--- src/rtl/packet_disassembler.sv ---
`default_nettype none
// ============================================================================
// Module   : packet_disassembler
// Purpose  : Rebuilds HDMI data island packets from 32 beats of 9-bit words
//            and checks the five BCH ECC bytes.
// Revision : 1.0
// ============================================================================
module packet_disassembler #(
    parameter int ERR_COUNT_WIDTH = 16
) (
    input  logic                       clk_pixel,
    input  logic                       reset,
    input  logic                       data_island_period,
    input  logic [8:0]                 packet_data,
    output logic [23:0]                header,
    output logic [3:0][55:0]           sub,
    output logic [4:0]                 ecc_ok,
    output logic                       packet_valid,
    output logic [ERR_COUNT_WIDTH-1:0] err_count
);

    localparam logic [4:0]                 C_LAST_BEAT = 5'd31;
    localparam logic [4:0]                 C_BEAT_ONE  = 5'd1;
    localparam logic [ERR_COUNT_WIDTH-1:0] C_ERR_ONE   = 1;

    function automatic logic [7:0] ecc_step(input logic [7:0] e, input logic b);
        return {1'b0, e[7:1]} ^ ((e[0] ^ b) ? 8'h83 : 8'h00);
    endfunction

    logic [4:0]       r_beat;
    logic [3:0][63:0] r_blk;
    logic [31:0]      r_hdr;
    logic [3:0][7:0]  r_ecc;
    logic [7:0]       r_hecc;

    logic [3:0][63:0] w_blk_full;
    logic [31:0]      w_hdr_full;
    logic [3:0][7:0]  w_ecc_next;
    logic [7:0]       w_hecc_next;
    logic [4:0]       w_ok;

    // Shift registers fill from the top, so after beat 31 bit 0 holds beat 0.
    // The ECC seed is forced to zero on beat 0 so wrapped packets start fresh.
    always_comb begin
        w_hdr_full  = {packet_data[0], r_hdr[31:1]};
        w_hecc_next = r_hecc;
        if (r_beat < 5'd24)
            w_hecc_next = ecc_step((r_beat == 5'd0) ? 8'h00 : r_hecc, packet_data[0]);
        w_ok        = 5'h00;
        w_ok[4]     = (r_hecc == w_hdr_full[31:24]);
        w_blk_full  = r_blk;
        w_ecc_next  = r_ecc;
        for (int i = 0; i < 4; i++) begin
            w_blk_full[i] = {packet_data[5+i], packet_data[1+i], r_blk[i][63:2]};
            if (r_beat < 5'd28)
                w_ecc_next[i] = ecc_step(ecc_step((r_beat == 5'd0) ? 8'h00 : r_ecc[i],
                                                  packet_data[1+i]), packet_data[5+i]);
            w_ok[i] = (r_ecc[i] == w_blk_full[i][63:56]);
        end
    end

    always_ff @(posedge clk_pixel) begin
        if (reset) begin
            r_beat       <= '0;
            r_blk        <= '0;
            r_hdr        <= '0;
            r_ecc        <= '0;
            r_hecc       <= '0;
            header       <= '0;
            sub          <= '0;
            ecc_ok       <= '0;
            packet_valid <= 1'b0;
            err_count    <= '0;
        end else begin
            packet_valid <= 1'b0;
            if (!data_island_period) begin
                r_beat <= '0;
                r_blk  <= '0;
                r_hdr  <= '0;
                r_ecc  <= '0;
                r_hecc <= '0;
            end else begin
                r_beat <= r_beat + C_BEAT_ONE;
                r_blk  <= w_blk_full;
                r_hdr  <= w_hdr_full;
                r_ecc  <= w_ecc_next;
                r_hecc <= w_hecc_next;
                if (r_beat == C_LAST_BEAT) begin
                    header       <= w_hdr_full[23:0];
                    for (int i = 0; i < 4; i++)
                        sub[i] <= w_blk_full[i][55:0];
                    ecc_ok       <= w_ok;
                    packet_valid <= 1'b1;
                    if (w_ok != 5'h1F && err_count != '1)
                        err_count <= err_count + C_ERR_ONE;
                end
            end
        end
    end

endmodule
`default_nettype wire
--- config.mk ---
export PLATFORM = sky130hd
export DESIGN_NAME = packet_disassembler
export DESIGN_NICKNAME = d
export VERILOG_FILES = /design/src/rtl/packet_disassembler.sv
export SDC_FILE = /design/constraint.sdc
export NUM_CORES = 1
export LEC_CHECK = 0
export BUFFER_PORTS_ARGS = -buffer_cell sky130_fd_sc_hd__buf_4
export CAP_MARGIN = 20
export CELL_PAD_IN_SITES_DETAIL_PLACEMENT = 0
export CELL_PAD_IN_SITES_GLOBAL_PLACEMENT = 1
export CORE_MARGIN = 2
export CORE_UTILIZATION = 45
export CTS_BUF_LIST = sky130_fd_sc_hd__clkbuf_4 sky130_fd_sc_hd__clkbuf_8
export DETAILED_ROUTE_END_ITERATION = 16
export GPL_TIMING_DRIVEN = 0
export PLACE_DENSITY = 0.89
export RECOVER_POWER = 25
export SLEW_MARGIN = 30
export SYNTH_ARGS = -nofsm -noshare
export SYNTH_HDL_FRONTEND = slang
export SYNTH_SLANG_ARGS = --single-unit
--- constraint.sdc ---
create_clock -name clk_pixel -period 2.82 [get_ports clk_pixel]
set_input_delay 0.564 -clock clk_pixel [delete_from_list [all_inputs] [get_ports clk_pixel]]
set_output_delay 0.564 -clock clk_pixel [all_outputs]
set_load 0.05 [all_outputs]
Word-level counts from Yosys, hierarchy flattened
Cells that the tools add are included.

cells by class
  equal/unequal tests = 8
  reduce and logical (&&, ||, !) cells = 5
  $add $sub $neg = 2
  order comparisons = 2
  bitwise operators = 19
  multiplexer cells = 15

operator list
  operator                                                          count
  8-bit 2-to-1 mux                                                  14
  7-bit by 8-bit XOR with 8-bit output                              9
  8-bit equality test                                               5
  16-bit by 1-bit adder with 16-bit output (second input constant)  1
  16-bit != test (second input constant)                            1
  5-bit < comparator (second input constant)                        2
  1-bit XOR                                                         9
  5-bit by 1-bit adder with 5-bit output (second input constant)    1
  5-bit equality test (second input constant)                       1
  5-bit logical NOT                                                 1
  5-bit != test (second input constant)                             1
  3-bit AND reduction                                               1
  2-bit AND reduction                                               1
  2-bit OR reduction                                                1
  1-bit logical AND                                                 1
  1-bit 2-to-1 mux                                                  1
  1-bit inverter                                                    1

word-level totals
  input bits = 12
  output and inout bits = 270
  register bits = 603

Longest topological paths before layout
  depth in word-level cells = 8
  mapped depth = 9

Least setup slack after synthesis
Ideal clock, no wire load.

  kind = register to register
  start point = reg err_count[6]
  end point = reg err_count[0]
  required time = 2.699 ns
  period minus slack after synthesis = 2.249 ns
  cell stages (with the launch flop) = 8
  slack = 0.571 ns
  data arrival time = 2.129 ns
  cell sequence = dfxtp_1 and4_1 nand4_1 nor3_1 nand2b_1 buf_4 nor2_1 mux2_2

on the way
  longest elaborated chain between the ends = 3

RTL lines
  what                           line  source
  from (decl)                    19    output logic [ERR_COUNT_WIDTH-1:0] err_count
  from (signal assigned)         95    err_count <= err_count + C_ERR_ONE;
  16-bit != test                 94    if (w_ok != 5'h1F && err_count != '1)
  1-bit logical AND              94
  3-bit AND reduction (no line)  --

No other way between the ends.
A chain may end at the register's enable or synchronous reset.

Final worst setup path
  start point = reg r_beat[0]
  end point = reg ecc_ok[4]

on the way
  longest elaborated chain between the ends = 2

RTL lines
  what                           line  source
  from (decl)                    30    logic [4:0] r_beat;
  from (signal assigned)         83    r_beat <= r_beat + C_BEAT_ONE;
  5-bit equality test            88    if (r_beat == C_LAST_BEAT) begin
  2-bit AND reduction (no line)  --
  to (signal assigned)           92    ecc_ok <= w_ok;
  to (decl)                      17    output logic [4:0] ecc_ok,

No other way between the ends.

==> results.cfg <==
[cts]
htreeDepth = 3
clk_latency_ns = 0.64
root_buffer = clkbuf_8
clk_path_buf_depth = 3
ctsHoldBuffers = 0
cts_buffers = 94
clkTransAtPathRegs_ns = 0.06
cts.sinks = 594
cts_tree = built

[detailed_routing]
wirelength_um = 46900
ant_nets = 0
drc = 0
drt_first_pass_iters = 5
avgRoutedWirePerCell_um = 15.3
drt_iter0_drc = 745
viasPerCell = 4.84
vias = 14821

[floorplan]
initial_core_util_pct = 45.8
io_pins = 282
die_area_um2 = 44600
die_x_um = 211
die_h_um = 211
rows = 75
fp.coreArea_um2 = 42100

[sta]
finalSetupViolCount = 0
finalCritPeriodShare_pct = 93.7
fin_skew_ns = 0.0233
fin_crit_ns = 2.64
holdWs_ns = 0.195
finalHoldViolCount = 0
rsz0062_at_grt = no
finalMaxSlewViolations = 0
worstMarginPinSlew_ns = 0.922
max_freq_mhz = 379
maxSlewHeadroom_pct = 38.5

[final_layout]
seq_area_um2 = 11900
multi_input_area_um2 = 6860
final_cells = 3063
drive_above_1_share_pct = 17.2
syn_to_final_growth_pct = 23.8
nets = 2469
fill_cells = 3803

[worst_setup_path]
cp.arrival_ns = 3.20
ff2ff_path_depth = 9
critPathLaunch = r_beat[0]
worstPathMaxFanout = 10
worst_path_most_repeated_cell = clkbuf_2
path_depth = 9
slowest_delay_ns = 0.39
endpoint_kind = register
crit_required_ns = 3.38
r2r_start = r_beat[0]
crit_buf_inv = 3
r2r-end = ecc_ok[4]
cp_top_family = buffers and inverters
cp_cell_sequence = ha_1, and3_1, ha_1, and2_1, clkbuf_2, clkbuf_2, clkbuf_2, nand2_1, a21oi_1
start_kind = register
crit_type = register to register
crit_path_end = ecc_ok[4]
rrSetupSlack_ns = 0.18
crit_slowest_cell = clkbuf_2

[synth]
yosys_warnings = 0
synth_edf_count = 0
synth_top_cell_area_share_pct = 61.6
async_flop_share_pct = 0
synthTopCellsByArea = dfxtp_1, nand2_1, and2_1
synthCells = 2078
synthTopCellsByCount = dfxtp_1, nand2_1, and2_1
ys_seq_area_share_pct = 61.6
ys_types = 37
synth-main-ff-cell = dfxtp_1
syn_area_per_cell_um2 = 9.29
syn-num-nets = 2094
synth_most_common_cell = dfxtp_1
synth_seq_cells = 594
synth_top_cell_by_area = dfxtp_1
synth.cell_area_um2 = 19300

[run]
maxCapViolCount = 0

[pwr]
power_density_nw_per_um2 = 678
ir_drop_uv = 312
p_switching_mw = 3.45
p_leak_nw = 9.12
clockPowerShare_pct = 45.8
internal_power_mw = 12.7
pwr-share-comb_pct = 2.1
p_seq_share_pct = 52.2
swShare_pct = 21.3

[grt]
grt_start_max_net_pins = 12
antenna_found_initial = 1
grtUsageTotal_pct = 20.7
grt_overflow_total = 0
grt_pass1_vias = 14132
grt_pass1_wl_um = 72800

[place]
io_buffers = 279
globalplace.congestion = 0.862
placedCellCount = 2896
hpwl_um = 33000

[hold_path]
hp-class = input pin to register

[status]
outcome = complete, no violations
## worst reg2reg max path, stage by stage (launching register included)
cell,delay (ns)
dfxtp_1,0.37
ha_1,0.21
and3_1,0.17
ha_1,0.19
and2_1,0.21
clkbuf_2,0.35
clkbuf_2,0.39
clkbuf_2,0.34
nand2_1,0.18
a21oi_1,0.15
## final cells by class
class,count,area share (%)
diodes,1,0.0105
plain buffers,139,2.37
clock buffers,146,7.52
clock inverters,20,0.639
inverters,3,0.0471
multi-input cells,1342,28.7
flip-flops and latches,594,49.7
well taps,539,2.82
repair buffers,279,8.15
## timing repair
action / 4_1_cts / 5_1_grt
setup buffers: 0 / 0
endpoints found under the setup margin: 191 / 141
pin swaps: 0 / 0
gates resized for setup: 5 / 20
## through the flow
step	setup WS, ns	setup TNS [ns]	util, %	total power, mW	area, um^2
detailed placement	-0.524	-74.37	52.4	8.97	22100
global route	0.00152	0	56.7	16.8	23900
floorplan	0.571	0	-	8.85	19300
global placement	-0.519	-71.15	52.4	8.96	22100
finish	0.178	0	56.7	16.2	23900
CTS	0.0290	0	57.0	16.4	24000
## worst min-delay path by stage
stage | startpoint | end | slack, ns | cells past startpoint
after CTS | packet_data[5] | r_blk[63] | 0.15 | 2
after detailed placement | r_blk[67] | sub[57] | 0.43 | 2
after global routing | packet_data[7] | r_blk[191] | 0.18 | 2
after global placement | r_hdr[1] | header[0] | 0.42 | 2
final | packet_data[5] | r_blk[63] | 0.20 | 2
after floorplan | r_hdr[1] | header[0] | 0.42 | 2
## state kept, by name (all words and copies together), names as in the netlist
signal and count:
r_hecc 8, r_hdr 31, packet_valid 1, r_blk 248, header 24, err_count 16, sub 224, ecc_ok 5
r_beat 5, r_ecc 32
## cells in the final DEF (no fill, tap or decap), types with 56 or more instances in the layout
master,instances
nand2_1,536
and2_0,72
and2_1,211
xnor2_1,62
a21oi_1,272
clkbuf_1,150
nor2_1,56
clkbuf_8,112
buf_4,242
dfxtp_1,594
## power groups by stage
stage,combinational (mW),clock [mW],sequential (mW)
CTS,0.336,7.62,8.45
global route,0.375,7.98,8.45
global placement,0.329,0,8.63
detailed placement,0.335,0,8.63
finish,0.337,7.41,8.45
floorplan,0.223,0,8.62
## layer usage
layer  global-route usage (%)  vias to the layer above  share of wire [%]
li1                         -                     7445                  -
met1                     26.2                     6946                 45
met2                     34.0                      341                 47
met3                     4.67                       89                5.6
met4                     8.79                        0                3.0
met5                        0                        -                  0
## logic make-up after synthesis
family                     count (synthesis)  synth area share [%]
and+or+nand+nor                          944                  22.9
DFF                                      594                  61.6
AOI/OAI and AO/OA                        318                  8.79
buffers and inverters                    142                  2.88
xor gates and xnor gates                  68                  3.09
muxes                                      8                 0.460
adders and majority gates                  4                 0.259
Power figures use the tool's default switching activity.
